<file path="src/rtl/adau_spi_burst_master_if.sv">
// Request/response bus of the ADAU1761 SPI burst master.
// A request transfers on any clk edge where req_valid && req_ready are both high; the master holds its
// request fields stable while req_valid is high, and rsp_valid is an unconditional one-cycle pulse.
interface adau_spi_burst_master_if #(
  parameter int ADDR_W    = 16,
  parameter int MAX_BYTES = 4
);
  localparam int LEN_W = $clog2(MAX_BYTES + 1);

  logic                   req_valid;
  logic                   req_ready;
  logic                   req_rw;
  logic [ADDR_W-1:0]      req_addr;
  logic [LEN_W-1:0]       req_len;
  logic [8*MAX_BYTES-1:0] req_wdata;
  logic                   rsp_valid;
  logic [8*MAX_BYTES-1:0] rsp_rdata;
  logic                   busy;
  logic                   init_done;
  logic [2:0]             state_dbg;

  modport master (
    output req_valid, req_rw, req_addr, req_len, req_wdata,
    input  req_ready, rsp_valid, rsp_rdata, busy, init_done, state_dbg
  );

  modport slave (
    input  req_valid, req_rw, req_addr, req_len, req_wdata,
    output req_ready, rsp_valid, rsp_rdata, busy, init_done, state_dbg
  );
endinterface

</file>
<file path="src/rtl/adau_spi_burst_master.sv">
// SPI control-port master for the ADAU1761: SPI-mode entry frames after reset, then
// single/burst register reads and writes with a divided SCLK (mode 0).
module adau_spi_burst_master #(
  parameter int         CLK_DIV     = 4,
  parameter int         ADDR_W      = 16,
  parameter int         MAX_BYTES   = 4,
  parameter int         INIT_WRITES = 3,
  parameter logic [6:0] CHIP_ADDR   = 7'h00
) (
  input  logic                     clk,
  input  logic                     resetn,
  adau_spi_burst_master_if.slave   bus,
  output logic                     sclk,
  output logic                     cs_n,
  output logic                     mosi,
  input  logic                     miso
);
  localparam int LEN_W = $clog2(MAX_BYTES + 1);
  localparam int DW    = 8 * MAX_BYTES;
  localparam int HDR   = 8 + ADDR_W;
  localparam int FW    = HDR + DW;
  localparam int BW    = $clog2(FW + 1);
  localparam int CW    = (CLK_DIV > 1) ? $clog2(CLK_DIV) : 1;
  localparam int IW    = $clog2(INIT_WRITES + 2);
  localparam int JW    = $clog2(DW);

  typedef enum logic [2:0] {
    S_INIT  = 3'd0,
    S_IDLE  = 3'd1,
    S_SETUP = 3'd2,
    S_SHIFT = 3'd3,
    S_HOLD  = 3'd4,
    S_GAP   = 3'd5
  } state_t;

  state_t          state_q, state_d;
  logic [CW-1:0]   cnt_q, cnt_d;
  logic [BW-1:0]   bit_cnt_q, bit_cnt_d;
  logic [IW-1:0]   init_cnt_q, init_cnt_d;
  logic [FW-1:0]   sh_q, sh_d;
  logic [DW-1:0]   rx_q, rx_d;
  logic            rw_q, rw_d;
  logic [LEN_W-1:0] len_q, len_d;
  logic            sclk_q, sclk_d, cs_n_q, cs_n_d, mosi_q, mosi_d;
  logic            req_ready_q, req_ready_d, rsp_valid_q, rsp_valid_d;
  logic [DW-1:0]   rsp_rdata_q, rsp_rdata_d;
  logic            init_done_q, init_done_d;
  logic            tick;
  logic [BW-1:0]   last_bit, data_idx;

  // Frame is left-aligned: chip/rw byte, address, then data byte 0 first, each MSB first.
  function automatic logic [FW-1:0] build_frame(input logic rw, input logic [ADDR_W-1:0] addr,
                                                input logic [DW-1:0] wdata);
    logic [FW-1:0] f;
    f = '0;
    f[FW-1 -: 8]      = {CHIP_ADDR, rw};
    f[FW-9 -: ADDR_W] = addr;
    for (int k = 0; k < MAX_BYTES; k++) f[DW-1-8*k -: 8] = wdata[8*k +: 8];
    return f;
  endfunction

  function automatic logic [LEN_W-1:0] clamp_len(input logic [LEN_W-1:0] l);
    if (l == '0)                      return LEN_W'(1);
    else if (l > LEN_W'(MAX_BYTES))   return LEN_W'(MAX_BYTES);
    else                              return l;
  endfunction

  assign tick     = (cnt_q == CW'(CLK_DIV - 1));
  assign last_bit = BW'(HDR - 1) + (BW'(len_q) << 3);
  assign data_idx = bit_cnt_q - BW'(HDR);

  always_comb begin
    state_d     = state_q;
    cnt_d       = cnt_q + CW'(1);
    bit_cnt_d   = bit_cnt_q;
    init_cnt_d  = init_cnt_q;
    sh_d        = sh_q;
    rx_d        = rx_q;
    rw_d        = rw_q;
    len_d       = len_q;
    sclk_d      = sclk_q;
    cs_n_d      = cs_n_q;
    mosi_d      = mosi_q;
    req_ready_d = req_ready_q;
    rsp_valid_d = 1'b0;
    rsp_rdata_d = rsp_rdata_q;
    init_done_d = init_done_q;
    unique case (state_q)
      S_INIT: begin
        if (init_cnt_q == IW'(INIT_WRITES)) begin
          init_done_d = 1'b1;
          req_ready_d = 1'b1;
          state_d     = S_IDLE;
        end else begin
          sh_d    = build_frame(1'b0, ADDR_W'(16'h4000), '0);
          rw_d    = 1'b0;
          len_d   = LEN_W'(1);
          cs_n_d  = 1'b0;
          mosi_d  = sh_d[FW-1];
          state_d = S_SETUP;
        end
      end
      S_IDLE: begin
        if (bus.req_valid && req_ready_q) begin
          rw_d        = bus.req_rw;
          len_d       = clamp_len(bus.req_len);
          sh_d        = build_frame(bus.req_rw, bus.req_addr, bus.req_wdata);
          rx_d        = '0;
          req_ready_d = 1'b0;
          cs_n_d      = 1'b0;
          mosi_d      = sh_d[FW-1];
          state_d     = S_SETUP;
        end
      end
      S_SETUP: begin
        if (tick) begin
          bit_cnt_d = '0;
          state_d   = S_SHIFT;
        end
      end
      S_SHIFT: begin
        if (tick) begin
          if (!sclk_q) begin
            sclk_d = 1'b1;
            // Data bit j of the burst lands in byte j/8, bit 7-j%8, which is simply j^7.
            if (bit_cnt_q >= BW'(HDR)) rx_d[JW'(data_idx) ^ JW'(7)] = miso;
          end else begin
            sclk_d = 1'b0;
            if (bit_cnt_q == last_bit) begin
              state_d = S_HOLD;
            end else begin
              bit_cnt_d = bit_cnt_q + BW'(1);
              sh_d      = sh_q << 1;
              mosi_d    = sh_q[FW-2];
            end
          end
        end
      end
      S_HOLD: begin
        if (tick) begin
          cs_n_d    = 1'b1;
          bit_cnt_d = '0;
          state_d   = S_GAP;
        end
      end
      S_GAP: begin
        if (tick) begin
          if (bit_cnt_q[0]) begin
            if (!init_done_q) begin
              init_cnt_d = init_cnt_q + IW'(1);
              state_d    = S_INIT;
            end else begin
              rsp_valid_d = 1'b1;
              rsp_rdata_d = rw_q ? rx_q : '0;
              req_ready_d = 1'b1;
              state_d     = S_IDLE;
            end
          end else begin
            bit_cnt_d = bit_cnt_q + BW'(1);
          end
        end
      end
      default: state_d = S_INIT;
    endcase
    // The divider restarts on every state entry and idles at zero outside frames.
    if (tick || state_d != state_q || state_q == S_IDLE || state_q == S_INIT) cnt_d = '0;
  end

  always_ff @(posedge clk) begin
    if (!resetn) begin
      state_q     <= S_INIT;
      cnt_q       <= '0;
      bit_cnt_q   <= '0;
      init_cnt_q  <= '0;
      sh_q        <= '0;
      rx_q        <= '0;
      rw_q        <= 1'b0;
      len_q       <= LEN_W'(1);
      sclk_q      <= 1'b0;
      cs_n_q      <= 1'b1;
      mosi_q      <= 1'b0;
      req_ready_q <= 1'b0;
      rsp_valid_q <= 1'b0;
      rsp_rdata_q <= '0;
      init_done_q <= 1'b0;
    end else begin
      state_q     <= state_d;
      cnt_q       <= cnt_d;
      bit_cnt_q   <= bit_cnt_d;
      init_cnt_q  <= init_cnt_d;
      sh_q        <= sh_d;
      rx_q        <= rx_d;
      rw_q        <= rw_d;
      len_q       <= len_d;
      sclk_q      <= sclk_d;
      cs_n_q      <= cs_n_d;
      mosi_q      <= mosi_d;
      req_ready_q <= req_ready_d;
      rsp_valid_q <= rsp_valid_d;
      rsp_rdata_q <= rsp_rdata_d;
      init_done_q <= init_done_d;
    end
  end

  assign sclk          = sclk_q;
  assign cs_n          = cs_n_q;
  assign mosi          = mosi_q;
  assign bus.req_ready = req_ready_q;
  assign bus.rsp_valid = rsp_valid_q;
  assign bus.rsp_rdata = rsp_rdata_q;
  assign bus.init_done = init_done_q;
  assign bus.busy      = (state_q != S_IDLE);
  assign bus.state_dbg = state_q;
endmodule

</file>
<file path="src/flat_wrapper.sv">
// flat-port wrapper written by rule: the top's interface ports become plain ports
module adau_spi_burst_master_flat 
#(
  parameter int         CLK_DIV     = 4,
  parameter int         ADDR_W      = 16,
  parameter int         MAX_BYTES   = 4,
  parameter int         INIT_WRITES = 3,
  parameter logic [6:0] CHIP_ADDR   = 7'h00
)
  (clk, resetn, sclk, cs_n, mosi, miso, bus_req_valid, bus_req_rw, bus_req_addr, bus_req_len, bus_req_wdata, bus_req_ready, bus_rsp_valid, bus_rsp_rdata, bus_busy, bus_init_done, bus_state_dbg);
  adau_spi_burst_master_if #(.ADDR_W(ADDR_W), .MAX_BYTES(MAX_BYTES)) bus_i ();
  input  logic clk;
  input  logic resetn;
  output logic sclk;
  output logic cs_n;
  output logic mosi;
  input  logic miso;
  input wire logic [$bits(bus_i.req_valid)-1:0] bus_req_valid;
  input wire logic [$bits(bus_i.req_rw)-1:0] bus_req_rw;
  input wire logic [$bits(bus_i.req_addr)-1:0] bus_req_addr;
  input wire logic [$bits(bus_i.req_len)-1:0] bus_req_len;
  input wire logic [$bits(bus_i.req_wdata)-1:0] bus_req_wdata;
  output wire logic [$bits(bus_i.req_ready)-1:0] bus_req_ready;
  output wire logic [$bits(bus_i.rsp_valid)-1:0] bus_rsp_valid;
  output wire logic [$bits(bus_i.rsp_rdata)-1:0] bus_rsp_rdata;
  output wire logic [$bits(bus_i.busy)-1:0] bus_busy;
  output wire logic [$bits(bus_i.init_done)-1:0] bus_init_done;
  output wire logic [$bits(bus_i.state_dbg)-1:0] bus_state_dbg;
  assign bus_i.req_valid = bus_req_valid;
  assign bus_i.req_rw = bus_req_rw;
  assign bus_i.req_addr = bus_req_addr;
  assign bus_i.req_len = bus_req_len;
  assign bus_i.req_wdata = bus_req_wdata;
  assign bus_req_ready = bus_i.req_ready;
  assign bus_rsp_valid = bus_i.rsp_valid;
  assign bus_rsp_rdata = bus_i.rsp_rdata;
  assign bus_busy = bus_i.busy;
  assign bus_init_done = bus_i.init_done;
  assign bus_state_dbg = bus_i.state_dbg;
  adau_spi_burst_master #(.CLK_DIV(CLK_DIV), .ADDR_W(ADDR_W), .MAX_BYTES(MAX_BYTES), .INIT_WRITES(INIT_WRITES), .CHIP_ADDR(CHIP_ADDR)) u_core (.clk(clk), .resetn(resetn), .bus(bus_i), .sclk(sclk), .cs_n(cs_n), .mosi(mosi), .miso(miso));
endmodule
</file>
<file path="config.mk">
export PLATFORM = sky130hd
export DESIGN_NAME = adau_spi_burst_master_flat
export DESIGN_NICKNAME = d
export VERILOG_FILES = /design/src/rtl/adau_spi_burst_master_if.sv /design/src/rtl/adau_spi_burst_master.sv /design/src/flat_wrapper.sv
export SDC_FILE = /design/constraint.sdc
export NUM_CORES = 1
export LEC_CHECK = 0
export BUFFER_PORTS_ARGS = -buffer_cell sky130_fd_sc_hd__buf_4
export CAP_MARGIN = 20
export CORE_ASPECT_RATIO = 1.2
export CORE_MARGIN = 3
export CORE_UTILIZATION = 60
export DETAILED_ROUTE_END_ITERATION = 8
export PLACE_DENSITY = 0.81
export SYNTH_ARGS = -nofsm -noshare
export SYNTH_HDL_FRONTEND = slang
export SYNTH_SLANG_ARGS = --single-unit
</file>
<file path="constraint.sdc">
create_clock -name clk -period 5.5 [get_ports clk]
set_input_delay 0.275 -clock clk [delete_from_list [all_inputs] [get_ports clk]]
set_output_delay 0.275 -clock clk [all_outputs]
set_load 0.02 [all_outputs]
</file>
==> out/metrics.yaml, run 1 <==
cts_root_buf: "clkbuf_16"
final_cell_mix: "143 x dfxtp_1, 102 x buf_4, 62 x a21oi_1"
gp_congestion: 0.884
initial_utilization: 0.625
postCtsHoldBufs: 0
power_leakage_uw: 0.00275
post-cts-setup-buffers: 0
fin_skew_ns: 0.0120
finalCriticalPeriod_ns: 3.45
path_depth: 6
cts_max_level: 4
hold_depth: 3
min-delay-start: "miso"
antenna_found_initial: 0
synth-main-ff-cell: "dfxtp_1"
r2r_cells: 6
clk_pin_slew_worst_paths_ns: 0.06
cap_viol_max_count: 0
drtIter0Drc: 426
die_h_um: 119
grtUsageTotal: 0.261
rows: 40
tns_ns: 0
tritoncts: "done"
final_cells: 885
syn2layout_area_growth_pct: 20.8
cp-start-kind: "flip-flop"
drive_above_1_share: 0.241
routed_wl_um: 15700
cp-startpoint: "u_core.bus.state_dbg[2]"
relSlewSlack: 0.355
coreArea_um2: 10200
drtAntennaViolNets: 0
dp_cells: 850
syn_inst: 689
fillers: 741
overflow: 0
crit_type: "reg2reg"
async_flop_share: 0
worst_pin_slew_ns: 0.968
vias: 5687
final_common_cell: "dfxtp_1"
clkSinkCount: 143
synth.distinct_cells: 53
syn-cell-area_um2: 6380
required_ns: 5.77
final_max_slew_viol_count: 0
fin_crit_sh: 0.628
clock.fmax_mhz: 290
hold_class: "in2reg"
cpPeakStageDelay_ns: 0.69
hpwlAfterDp_um: 9910
power_density_nw_per_um2: 307
crit_family: "simple AND/OR/NAND/NOR gates"
port-buffer-count: 97
clockBufferDepth: 2
cpMaxStageDelayCell: "or2_0"
diodes: 0
dieArea_um2: 11900
grt_max_degree: 73
synth.avg_cell_area_um2: 9.26
post_cts_resize_count: 0
synth_warnings: 0
cp.arrival_ns: 3.72
path_cells: "nand2b_1, or2_0, or3_4, and2_2, buf_12, o22ai_1"
synth_edf_count: 0
cts_buffers: 17
synth_seq_cells: 143
peakVddDrop_mv: 0.220
status: "completed"
synth_fp_nets: 753
crit_buf_inv: 1
drt-pass1-iter-count: 5
crit_path_max_fanout: 49
r2r_start: "u_core.bus.state_dbg[2]"
finalHoldViolCount: 0
nNetsFinal: 810
clkLatencyLatePin_ns: 0.42
rsz0062_at_grt: "false"
grt_pass1_wl_um: 25500
grt_pass1_vias: 5209
vias_per_cell: 6.43
drcViolationCount: 0
worstSetupEndpointType: "flip-flop"
die_x_um: 100
wl_per_cell_um: 17.7
setup_viol: 0
boundaryPins: 98
yosysSeqAreaShare: 0.449
[routing by layer]
metal,global-route usage,vias up,wire [um]
met5,0,-,0
met4,0.104,0,306
met3,0.0639,31,1030
met2,0.423,242,7690
met1,0.330,2680,6630
li1,-,2734,-
[where the power goes]
| group | switching [uW] | internal [uW] | total, uW |
|---|---|---|---|
| Sequential | 13.2 | 1060 | 1070 |
| Clock | 443 | 725 | 1170 |
| Combinational | 68.9 | 56.8 | 126 |
| Total | 525 | 1840 | 2360 |
[synthesized netlist by cell type (5+ instances only)]
master	count	area [um^2]
a32o_1	20	200
xnor2_1	5	43.8
nand2b_1	7	43.8
and3_1	6	37.5
a211oi_2	32	400
buf_6	5	56.3
a22oi_1	46	345
o211ai_1	7	52.6
clkbuf_1	49	184
dfxtp_1	143	2860
buf_2	10	50.1
a211oi_1	17	128
a31oi_1	9	56.3
nand2_1	52	195
inv_1	8	30.0
nor2_1	33	124
a21oi_1	62	310
nor3_1	11	55.1
o21ai_0	28	140
nand3_1	22	110
ha_1	8	100
nor2b_1	6	37.5
mux2i_1	6	60.1
o22ai_1	15	93.8
a22o_1	33	289
[registers in the layout, summed over array words and instances (netlist names)]
name / cells
u_core.bus.rsp_rdata: 32
u_core.sh_q: 55
u_core.cnt_q: 2
u_core.len_q: 3
u_core.mosi: 1
u_core.rw_q: 1
u_core.bit_cnt_q: 6
u_core.sclk: 1
u_core.bus.req_ready: 1
u_core.cs_n: 1
u_core.init_cnt_q: 3
u_core.bus.rsp_valid: 1
u_core.rx_q: 32
u_core.bus.init_done: 1
u_core.bus.state_dbg: 3
[final cells by class]
type                            instances  area (um^2)  area share
Multi-Input combinational cell        469         3200       0.415
Sequential cell                       143         2860       0.371
Timing Repair Buffer                  106          848       0.110
Clock buffer                           19          443      0.0575
Clock inverter                         13          164      0.0213
Tap cell                              126          158      0.0205
Inverter                                9         33.8     0.00438
[worst min-delay path, delay by kind of cell]
kind	cells	cell delay, ns
simple gates	1	0.07
buf+inv	1	0.09
mux	1	0.06
[final timing paths]
path	end	slack (ns)
worst max-delay path	u_core.sh_q[52]	2.05
worst min-delay path	u_core.rx_q[0]	0.12
worst max register to register	u_core.sh_q[52]	2.05
worst min register to register	u_core.cnt_q[0]	0.44
[through the flow]
stage / area, um^2 / hold slack (ns) / util / power, uW / worst slack [ns]
after floorplan: 6380 / 0.407 / - / 1170 / 3.40
after global placement: 7020 / 0.413 / 0.687 / 1210 / 1.85
after detailed placement: 7040 / 0.425 / 0.689 / 1210 / 2.10
after CTS: 7640 / 0.114 / 0.749 / 2370 / 2.11
after global routing: 7710 / 0.140 / 0.755 / 2440 / 1.75
final: 7710 / 0.124 / 0.755 / 2360 / 2.05
[cells by family after synthesis]
group	count (synthesis)	synth area share
and+or+nand+nor	161	0.123
AOI/OAI and AO/OA	288	0.341
xor gates and xnor gates	5	0.00686
adders and majority gates	8	0.0157
DFF	143	0.449
buffers and inverters	77	0.0531
muxes	7	0.0116
(Power assumes the default switching activity.)
==> run 2, diff against run 1 <==
--- a/config.mk
+++ b/config.mk
@@ -9,9 +9,9 @@
 export CAP_MARGIN = 20
 export CORE_ASPECT_RATIO = 1.2
 export CORE_MARGIN = 3
-export CORE_UTILIZATION = 60
+export CORE_UTILIZATION = 51
 export DETAILED_ROUTE_END_ITERATION = 8
-export PLACE_DENSITY = 0.81
+export PLACE_DENSITY = 0.73
 export SYNTH_ARGS = -nofsm -noshare
 export SYNTH_HDL_FRONTEND = slang
 export SYNTH_SLANG_ARGS = --single-unit
==> constraint.sdc (replaced) <==
create_clock -name clk -period 3.14 [get_ports clk]
set_input_delay 0.157 -clock clk [delete_from_list [all_inputs] [get_ports clk]]
set_output_delay 0.157 -clock clk [all_outputs]
set_load 0.02 [all_outputs]
==> out/metrics.yaml, run 2 (synthesized netlist as in run 1, its figures left out) <==
status: "completed"
cap_viol_max_count: 0
drt-pass1-iter-count: 5
post_cts_resize_count: 0
cp.arrival_ns: 2.93
rows: 44
multiInputGateArea_um2: 3200
power_leakage_uw: 0.00278
overflow: 0
cts_root_buf: "clkbuf_16"
cpPeakStageDelay_ns: 0.65
largest_reg_flops: 55
fin_skew_ns: 0.00842
wl_per_cell_um: 17.5
finalHoldViolCount: 0
clk_pin_slew_worst_paths_ns: 0.06
crit_path_max_fanout: 26
syn2layout_area_growth_pct: 22.1
dieArea_um2: 13900
drtAntennaViolNets: 0
routed_wl_um: 16100
nNetsFinal: 816
cts_buffers: 17
tns_ns: 0
antenna_found_initial: 0
clock.fmax_mhz: 387
postCtsHoldBufs: 3
power_uw: 4280
cts_max_level: 4
fin_crit_sh: 0.823
power_density_nw_per_um2: 550
initial_utilization: 0.525
vias: 5674
clockBufferDepth: 2
grtUsageTotal: 0.233
peakVddDrop_mv: 0.302
drive_above_1_share: 0.241
die_x_um: 108
finalCriticalPeriod_ns: 2.58
grt_pass1_wl_um: 26200
tritoncts: "done"
clkSinkCount: 143
cpMaxStageDelayCell: "dfxtp_1"
gp_congestion: 0.910
drtIter0Drc: 447
final_max_slew_viol_count: 0
grt_pass1_vias: 5281
boundaryPins: 98
fillers: 1033
final_cell_mix: "143 x dfxtp_1, 108 x buf_4, 62 x a21oi_1"
worst_pin_slew_ns: 0.771
final_common_cell: "dfxtp_1"
relSlewSlack: 0.486
vias_per_cell: 6.15
worstSetupEndpointType: "flip-flop"
coreArea_um2: 12200
diodes: 0
crit_type: "reg2reg"
hpwlAfterDp_um: 10400
hold_class: "in2reg"
path_cells: "and3b_2, and2_1, nand3_1, or4_1, a21oi_1"
cp-start-kind: "flip-flop"
setup_viol: 0
required_ns: 3.48
rsz0062_at_grt: "false"
drcViolationCount: 0
die_h_um: 129
grt_max_degree: 57
post-cts-setup-buffers: 0
clkLatencyLatePin_ns: 0.42
port-buffer-count: 97
seq_area_um2: 2860
top_register: "u_core.sh_q"
run 2: cell types whose count changed in the layout (fill, tap and decap cells not counted), sizes merged:
cell         before  now
clkinv            4    3
clkinvlp          5    2
inv              10    9
buf             106  109
dlygate4sd3       0    3
bufinv            3    5
run 2: worst paths after layout:
check,startpoint,to,slack (ns),depth (start not counted)
hold / removal,bus_req_len[2],u_core.len_q[2],0.04,3
setup / recovery,u_core.bus.state_dbg[1],u_core.rx_q[8],0.56,5
setup reg to reg,u_core.bus.state_dbg[1],u_core.rx_q[8],0.56,5
hold reg to reg,u_core.cnt_q[0],u_core.cnt_q[0],0.43,1
run 2: per-layer routing:
metal | track usage | up-vias | routed length [um]
met1 | 0.297 | 2713 | 6920
li1 | - | 2743 | -
met4 | 0.101 | 0 | 465
met2 | 0.379 | 178 | 7930
met3 | 0.0522 | 40 | 822
met5 | 0 | - | 0
run 2: layout make-up:
cell class / instances / share of cell area
multi-input combinational: 469 / 0.410
sequential: 143 / 0.367
timing repair buffer: 112 / 0.110
clock buffer: 19 / 0.0581
tap: 161 / 0.0259
clock inverter: 10 / 0.0241
inverter: 9 / 0.00434
run 2: per-stage QoR:
stage / hold slack [ns] / cell area [um^2] / util / setup slack, ns / std cells
floorplan: 0.301 / 6380 / - / 1.04 / 689
global placement: 0.407 / 7110 / 0.584 / 0.691 / 890
detailed placement: 0.425 / 7120 / 0.585 / 0.648 / 891
CTS: 0.0228 / 7790 / 0.640 / 0.601 / 923
global route: 0.0500 / 7790 / 0.640 / 0.412 / 923
finish: 0.0381 / 7790 / 0.640 / 0.556 / 923
run 2: critical path, delay by kind of cell (launching register included):
kind	cells	cell delay, ns
simple gates	4	1.71
flops	1	0.65
compound gates	1	0.16
run 2: where the power goes:
group / switching [uW] / internal (uW) / total (uW)
combinational: 120 / 101 / 221
sequential: 22.8 / 1850 / 1870
clock: 750 / 1440 / 2190
==> run 3, diff against run 2 <==
--- a/config.mk
+++ b/config.mk
@@ -5,13 +5,14 @@
 export SDC_FILE = /design/constraint.sdc
 export NUM_CORES = 1
 export LEC_CHECK = 0
+export ABC_AREA = 1
 export BUFFER_PORTS_ARGS = -buffer_cell sky130_fd_sc_hd__buf_4
 export CAP_MARGIN = 20
 export CORE_ASPECT_RATIO = 1.2
 export CORE_MARGIN = 3
-export CORE_UTILIZATION = 51
+export CORE_UTILIZATION = 52
 export DETAILED_ROUTE_END_ITERATION = 8
-export PLACE_DENSITY = 0.73
+export PLACE_DENSITY = 0.74
 export SYNTH_ARGS = -nofsm -noshare
 export SYNTH_HDL_FRONTEND = slang
 export SYNTH_SLANG_ARGS = --single-unit
==> constraint.sdc (replaced) <==
create_clock -name clk -period 2.3 [get_ports clk]
set_input_delay 0.115 -clock clk [delete_from_list [all_inputs] [get_ports clk]]
set_output_delay 0.115 -clock clk [all_outputs]
set_load 0.02 [all_outputs]
==> out/metrics.yaml, run 3 <==
status: "completed"
grt_pass1_vias: 5725
hpwlAfterDp_um: 10400
fin_skew_ns: 0.00670
largest_reg_flops: 55
required_ns: 2.65
synth_warnings: 0
hold_class: "in2reg"
clkLatencyLatePin_ns: 0.42
drive_above_1_share: 0.158
path_cells: "ha_1, nand2_1, inv_1, nand2_1, nor2_2, nand4_2, nand2_2, buf_12, o21ai_0, nor2_1"
cp-start-kind: "flip-flop"
vias: 6297
power_leakage_uw: 0.00360
clockBufferDepth: 2
gp_congestion: 0.904
nNetsFinal: 1062
cap_viol_max_count: 0
path_depth: 10
clk_pin_slew_worst_paths_ns: 0.06
finalHoldViolCount: 0
drtIter0Drc: 420
initial_utilization: 0.538
post-cts-setup-buffers: 0
rows: 44
vias_per_cell: 5.37
path_common_cell: "nand2_1"
syn_inst: 926
cts_buffers: 17
power_uw: 6650
clkSinkCount: 143
fin_crit_sh: 0.917
crit_path_max_fanout: 59
async_flop_share: 0
rrSetupSlack_ns: 0.19
grt_max_degree: 61
synth.avg_cell_area_um2: 7.13
peakVddDrop_mv: 0.491
dieArea_um2: 14100
worst_pin_slew_ns: 0.557
final_max_slew_viol_count: 0
diodes: 0
yosysSeqAreaShare: 0.434
synth_edf_count: 0
synth_common_cells: "175 x nand2_1, 167 x nor2_1, 143 x dfxtp_1"
synth_seq_cells: 143
final_common_cell: "nand2_1"
syn-cell-area_um2: 6600
drtAntennaViolNets: 0
die_h_um: 129
top_register: "u_core.sh_q"
cts_root_buf: "clkbuf_16"
clock.fmax_mhz: 474
wl_per_cell_um: 13.5
final_cell_mix: "175 x nand2_1, 167 x nor2_1, 142 x dfxtp_1"
r2r_start: "u_core.bit_cnt_q[0]"
netlist.area_leader.share: 0.434
yosysMostFrequentCell: "nand2_1"
synth_area_leader_cell: "dfxtp_1"
cts_max_level: 4
cp-startpoint: "u_core.bit_cnt_q[0]"
drcViolationCount: 0
synth-main-ff-cell: "dfxtp_1"
final_area_um2: 8050
crit_type: "reg2reg"
routed_wl_um: 15800
worstSetupEndpointType: "flip-flop"
power_density_nw_per_um2: 826
synth_area_leaders: "dfxtp_1 43%, nand2_1 10%, nor2_1 9.5%"
synth.distinct_cells: 31
grt_pass1_wl_um: 26200
die_x_um: 109
crit_end: "u_core.sh_q[12]"
crit_buf_inv: 2
rsz0062_at_grt: "false"
relSlewSlack: 0.628
dpl_cell_area_um2: 7390
antenna_found_initial: 0
grtUsageTotal: 0.228
overflow: 0
crit_family: "simple AND/OR/NAND/NOR gates"
cpPeakStageDelay_ns: 0.47
synth_fp_nets: 990
regToRegEndpoint: "u_core.sh_q[12]"
boundaryPins: 98
tritoncts: "done"
cp.arrival_ns: 2.46
setup_viol: 0
tns_ns: 0
cpMaxStageDelayCell: "dfxtp_1"
finalCriticalPeriod_ns: 2.11
syn2layout_area_growth_pct: 22.0
coreArea_um2: 12300
port-buffer-count: 97
r2r_cells: 10
drt-pass1-iter-count: 5
[run 3: changes by cell type in the layout (fill, tap and decap cells not counted), moves of 20 or more]
cell      before  now
nor2_1        31  167
nand2_1       52  175
nand3_1       22   99
a22oi_1       46    0
inv_1          8   51
o21ai_0       28   68
a211oi_2      32    0
a21oi_1       62   42
a32o_1        20    0
[run 3: final cells by class]
| class | count | area (um^2) |
|---|---|---|
| Tap cell | 161 | 201 |
| Multi-Input combinational cell | 663 | 3240 |
| Sequential cell | 143 | 2860 |
| Fill cell | 1107 | 4230 |
| Timing Repair Buffer | 117 | 913 |
| Clock inverter | 14 | 180 |
| Clock buffer | 18 | 439 |
| Inverter | 56 | 213 |
[run 3: worst min path at each step]
stage | depth (start not counted) | startpoint | to
2_1_floorplan | 2 | bus_req_rw | u_core.rw_q
3_3_place_gp | 3 | bus_req_len[0] | u_core.len_q[0]
3_5_place_dp | 3 | bus_req_len[0] | u_core.len_q[0]
4_1_cts | 4 | bus_req_len[2] | u_core.len_q[1]
5_1_grt | 4 | bus_req_len[2] | u_core.len_q[1]
6_report | 4 | bus_req_len[2] | u_core.len_q[1]
[run 3: layer usage]
metal  routed length [um]  global-route usage  up-vias  part of all wire
met5                    0                   0        -                 0
met4                  338               0.104        0             0.021
met3                  878              0.0463       28             0.056
met2                 7650               0.386      196              0.48
met1                 6930               0.280     2857              0.44
li1                     -                   -     3216                 -
[run 3: kinds of logic after synthesis]
| family | share of synthesized area |
|---|---|
| AND/OR/NAND/NOR | 0.307 |
| adder cells (fa/ha/maj) | 0.0152 |
| buffers and inverters | 0.0770 |
| flip-flops | 0.434 |
| XOR/XNOR | 0.00265 |
| AO/OA/AOI/OAI | 0.165 |
[run 3: through the flow]
step / hold slack [ns] / cells / worst slack, ns / util
floorplan: 0.271 / 926 / 0.529 / -
global placement: 0.393 / 1136 / 0.259 / 0.602
detailed placement: 0.397 / 1136 / 0.220 / 0.602
CTS: 0.00272 / 1172 / 0.168 / 0.656
global route: 0.0218 / 1172 / 0.0226 / 0.656
finish: 0.0156 / 1172 / 0.192 / 0.656
[run 3: worst register-to-register path: cells and delay by family (launching register included)]
kind                     cells  cell delay (ns)
flip-flops                   1             0.47
AO/OA/AOI/OAI                1             0.15
adder cells (fa/ha/maj)      1             0.21
AND/OR/NAND/NOR              6             0.83
buffers and inverters        2             0.37
[run 3: power by group]
| part | total, uW | internal (uW) | switching (uW) |
|---|---|---|---|
| Sequential | 2810 | 2690 | 119 |
| Clock | 2860 | 1750 | 1110 |
| Combinational | 979 | 364 | 615 |
[run 3: repair_timing]
action / 4_1_cts / 5_1_grt
endpoints found under the setup margin: 0 / 2
endpoints found under the hold margin: 5 / 0
gates resized for setup: 0 / 1
hold buffers: 4 / 0
